<file path="src/rtl/lamp_driver.sv">
// Front-panel lamp driver: merges a level request with stretched pulse strobes, dims via PWM.
// Optional slow blink gate when LAMP_DRIVER_BLINK_EN is defined.
module lamp_driver #(
  parameter int unsigned LOG2_STRETCH = 16,
  parameter int unsigned PWM_BITS     = 4,
  parameter int unsigned LOG2_BLINK   = 22
) (
  input  logic                clock,
  input  logic                reset,
  input  logic                level,
  input  logic                pulse,
`ifdef LAMP_DRIVER_BLINK_EN
  input  logic                blink,
`endif
  input  logic [PWM_BITS-1:0] brightness,
  output logic                lamp,
  output logic                busy
);

  typedef enum logic {StIdle, StStretch} state_e;

  localparam logic [LOG2_STRETCH-1:0] CountMax = '1;
  localparam logic [LOG2_STRETCH-1:0] CountOne = LOG2_STRETCH'(1);
  localparam logic [PWM_BITS-1:0]     PwmMax   = '1;
  localparam logic [PWM_BITS-1:0]     PwmOne   = PWM_BITS'(1);

  state_e                  r_state, w_state_d;
  logic [LOG2_STRETCH-1:0] r_count, w_count_d;
  logic [PWM_BITS-1:0]     r_pwm_count;
  logic [PWM_BITS-1:0]     r_duty;
  logic                    r_lamp;
  logic                    w_pwm_on;
  logic                    w_req;
  logic                    w_blink_gate;

  // Stretch FSM: any pulse (re)loads the full count, so retriggers never leave a gap.
  always_comb begin
    w_state_d = r_state;
    w_count_d = r_count;
    unique case (r_state)
      StIdle: begin
        if (pulse) begin
          w_state_d = StStretch;
          w_count_d = CountMax;
        end
      end
      StStretch: begin
        if (pulse) begin
          w_count_d = CountMax;
        end else if (r_count != '0) begin
          w_count_d = r_count - CountOne;
        end else begin
          w_state_d = StIdle;
        end
      end
      default: begin
        w_state_d = StIdle;
        w_count_d = '0;
      end
    endcase
  end

  always_ff @(posedge clock or posedge reset) begin
    if (reset) begin
      r_state <= StIdle;
      r_count <= '0;
    end else begin
      r_state <= w_state_d;
      r_count <= w_count_d;
    end
  end

  assign busy = (r_state == StStretch);

  // Duty is latched only at the last count of a period, so changes never glitch mid-period.
  always_ff @(posedge clock or posedge reset) begin
    if (reset) begin
      r_pwm_count <= '0;
      r_duty      <= '1;
    end else begin
      r_pwm_count <= r_pwm_count + PwmOne;
      if (r_pwm_count == PwmMax) begin
        r_duty <= brightness;
      end
    end
  end

  assign w_pwm_on = (r_duty == PwmMax) | (r_pwm_count < r_duty);

`ifdef LAMP_DRIVER_BLINK_EN
  logic [LOG2_BLINK-1:0] r_blink_count;
  localparam logic [LOG2_BLINK-1:0] BlinkOne = LOG2_BLINK'(1);

  always_ff @(posedge clock or posedge reset) begin
    if (reset) begin
      r_blink_count <= '0;
    end else begin
      r_blink_count <= r_blink_count + BlinkOne;
    end
  end

  assign w_blink_gate = ~blink | r_blink_count[LOG2_BLINK-1];
`else
  assign w_blink_gate = 1'b1;
`endif

  assign w_req = level | pulse | busy;

  always_ff @(posedge clock or posedge reset) begin
    if (reset) begin
      r_lamp <= 1'b0;
    end else begin
      r_lamp <= w_req & w_pwm_on & w_blink_gate;
    end
  end

  assign lamp = r_lamp;

endmodule

</file>
<file path="config.mk">
export PLATFORM = sky130hd
export DESIGN_NAME = lamp_driver
export DESIGN_NICKNAME = d
export VERILOG_FILES = /design/src/rtl/lamp_driver.sv
export SDC_FILE = /design/constraint.sdc
export NUM_CORES = 1
export LEC_CHECK = 0
export CAP_MARGIN = 10
export CORE_MARGIN = 1
export CORE_UTILIZATION = 35
export CTS_BUF_LIST = sky130_fd_sc_hd__clkbuf_4 sky130_fd_sc_hd__clkbuf_8
export DETAILED_ROUTE_END_ITERATION = 10
export SYNTH_ARGS = -nofsm -noshare
export SYNTH_HDL_FRONTEND = slang
export SYNTH_SLANG_ARGS = --single-unit
</file>
<file path="constraint.sdc">
create_clock -name clock -period 2.1 [get_ports clock]
set_input_delay 0.63 -clock clock [delete_from_list [all_inputs] [get_ports clock]]
set_output_delay 0.63 -clock clock [all_outputs]
set_load 0.02 [all_outputs]
</file>
==> out/metrics.yaml <==
yosysSeqAreaShare_pct: 48.5
routabilityCongestion: 0.810
yosysWarnings: 0
p_clk_share_pct: 41.0
dp_cells: 200
p_seq_share_pct: 51.8
synth_area_um2: 1350
hold_viol: 0
yosys_register_bits: 26
cts.sinks: 26
utilization_pct: 46.4
final_common_cell: "dfrtp_1"
clk_latency_ns: 0.27
worstPathRequired_ns: 2.25
tightest_slew_ns: 0.395
cts_max_level: 1
num_rows: 22
clock_skew_ns: 0.00277
pwr-share-comb_pct: 7.2
routed_wl_um: 2760
fmax_mhz: 504
worstPathArrival_ns: 2.13
ir_worst_vdd_mv: 0.455
yosys.area.top_type_share_pct: 40.7
drive_above_1_share_pct: 25.0
fin_cells: 204
reg2reg_from: "r_count[0]"
dp_hpwl_um: 2050
nets: 170
leakagePower_nw: 0.681
antenna_found_initial: 0
min_path_cells: 1
drt_first_iter_violations: 58
viasPerCell: 5.25
ioPinCount: 10
postPlaceCellArea_um2: 1610
worst-r2r-cell-count: 7
final_area_um2: 1710
syn-instance-count: 131
drc: 0
vias: 1070
synth_cell_type_count: 35
dieArea_um2: 4120
grt_max_degree: 27
start_kind: "register"
fin_crit_sh_pct: 94.5
crit_path_end_kind: "register"
overflow: 0
first_pass_iters: 4
grt.total_usage_pct: 15.8
syn-num-nets: 144
wl_per_cell_um: 13.5
intPower_uw: 804
switching_share_pct: 19.6
status: "complete, no violations"
finalPower_uw: 999
drv_cap: 0
area_growth_pct: 26.6
synthTopCellsByArea: "dfrtp_1 41%, dfstp_2 7.8%, ha_1 4.6%"
postRouteAntennaNets: 0
cts_buffer_depth: 2
power.switching_uw: 195
path_clk_slew_ns: 0.09
antenna_cells: 0
hold_path.class: "register to register"
setup_viol: 0
cts_tree: "done"
ctsHoldBuffers: 0
worstHoldStart: "r_pwm_count[0]"
max_slew_margin_pct: 73.6
cts_made_buffers: 3
io_buffers: 9
grt_pass1_vias: 1103
die_x_um: 64.2
coreArea_um2: 3690
synth.avg_cell_area_um2: 10.3
period_needed_ns: 1.98
p_per_area_nw_per_um2: 583
cts_root_buffer: "clkbuf_8"
crit_path_start: "r_count[0]"
rsz0062_at_grt: "no"
crit_type: "register to register"
die_h_um: 64.2
slew_viol_final: 0
grt_pass1_wl_um: 4980
initial_core_util_pct: 36.7
mostFrequentLayoutCells: "22 x dfrtp_1, 17 x buf_4, 10 x inv_1, 10 x nand2_1, 9 x nand3_1"
path_max_fanout: 10
yosysTopAreaCell: "dfrtp_1"
critical path, stage by stage, from the launching register on:
cell and delay [ns]:
dfrtp_1 0.39, inv_1 0.08, ha_1 0.19, or4b_4 0.53, o41ai_4 0.25, buf_4 0.22
nor4_1 0.07, mux2i_1 0.12
cell families after synthesis:
| kind of cell | after synthesis | share of synthesized area, % |
|---|---|---|
| and+or+nand+nor | 54 | 22.5 |
| DFF | 26 | 48.5 |
| AOI/OAI and AO/OA | 20 | 11.6 |
| buffers and inverters | 15 | 4.81 |
| muxes | 6 | 4.81 |
| xor gates and xnor gates | 5 | 3.24 |
| adders and majority gates | 5 | 4.63 |
area by class of cell:
type	count	area, um2
repair buffers	26	220
flip-flops and latches	26	656
multi-input cells	90	668
well taps	48	60.1
fillers	360	1980
inverters	10	37.5
clock buffers	3	41.3
clock inverters	1	30.0
path summary, 6_finish.rpt:
kind,to,slack [ns]
worst min-delay path,r_pwm_count[0],0.49
worst max-delay path,r_count[9],0.12
worst max register to register,r_count[9],0.12
min in group asynchronous,lamp,0.71
worst min register to register,r_pwm_count[0],0.49
max in group asynchronous,r_duty[0],1.09
state kept, by name, summed over array words and instances (netlist names):
name and flops:
r_duty 4, r_count 16, lamp 1, r_pwm_count 4, busy 1
power groups by stage:
stage	logic (mW)	clock network [mW]	registers (mW)
global placement	0.0693	0	0.527
global route	0.0804	0.452	0.519
finish	0.0715	0.410	0.518
detailed placement	0.0718	0	0.527
floorplan	0.0336	0	0.528
CTS	0.0732	0.424	0.518
synthesized netlist by cell type:
master     n
or4b_1     1
o41ai_4    1
nand2b_1   1
or4_1      4
or3b_1     2
nor4b_1    2
dfrtp_1   22
nand3_1    9
nand2_1   10
o41ai_1    2
nor2b_1    1
dfstp_2    4
buf_6      1
nor2_1     8
nor4_1     4
a21oi_1    1
nor3_1     2
mux2i_1    2
or3_2      3
xnor2_1    3
clkbuf_1   3
o21ai_0    5
a21o_1     2
and2_1     1
buf_2      1
inv_1     10
or3_1      2
or4_2      1
a31oi_1    1
o31ai_1    4
xor2_1     2
ha_1       5
o211ai_1   4
mux2_2     4
nand4_1    3
layer usage:
layer	vias to the layer above	track usage, %	routed length, um	share of wire, %
li1	529	-	-	-
met1	525	18.9	1260	46
met2	16	27.9	1410	51
met3	0	4.29	89	3.2
met4	0	3.89	0	0
met5	-	0	0	0
metrics by stage:
stage / setup slack (ns) / setup TNS, ns / hold slack [ns]
6_report: 0.115 / 0 / 0.488
3_3_place_gp: 0.00449 / 0 / 0.474
5_1_grt: 0.0191 / 0 / 0.536
4_1_cts: 0.00567 / 0 / 0.494
2_1_floorplan: 0.0191 / 0 / 0.434
3_5_place_dp: -0.0611 / -0.0611 / 0.479
timing repair:
item | 4_1_cts | 5_1_grt
setup endpoints to repair | 1 | 8
buffers inserted | 0 | 0
cloned | 0 | 0
gates resized for setup | 2 | 3
pin swaps | 0 | 1
Note: power is estimated with default switching activity, not from simulation.
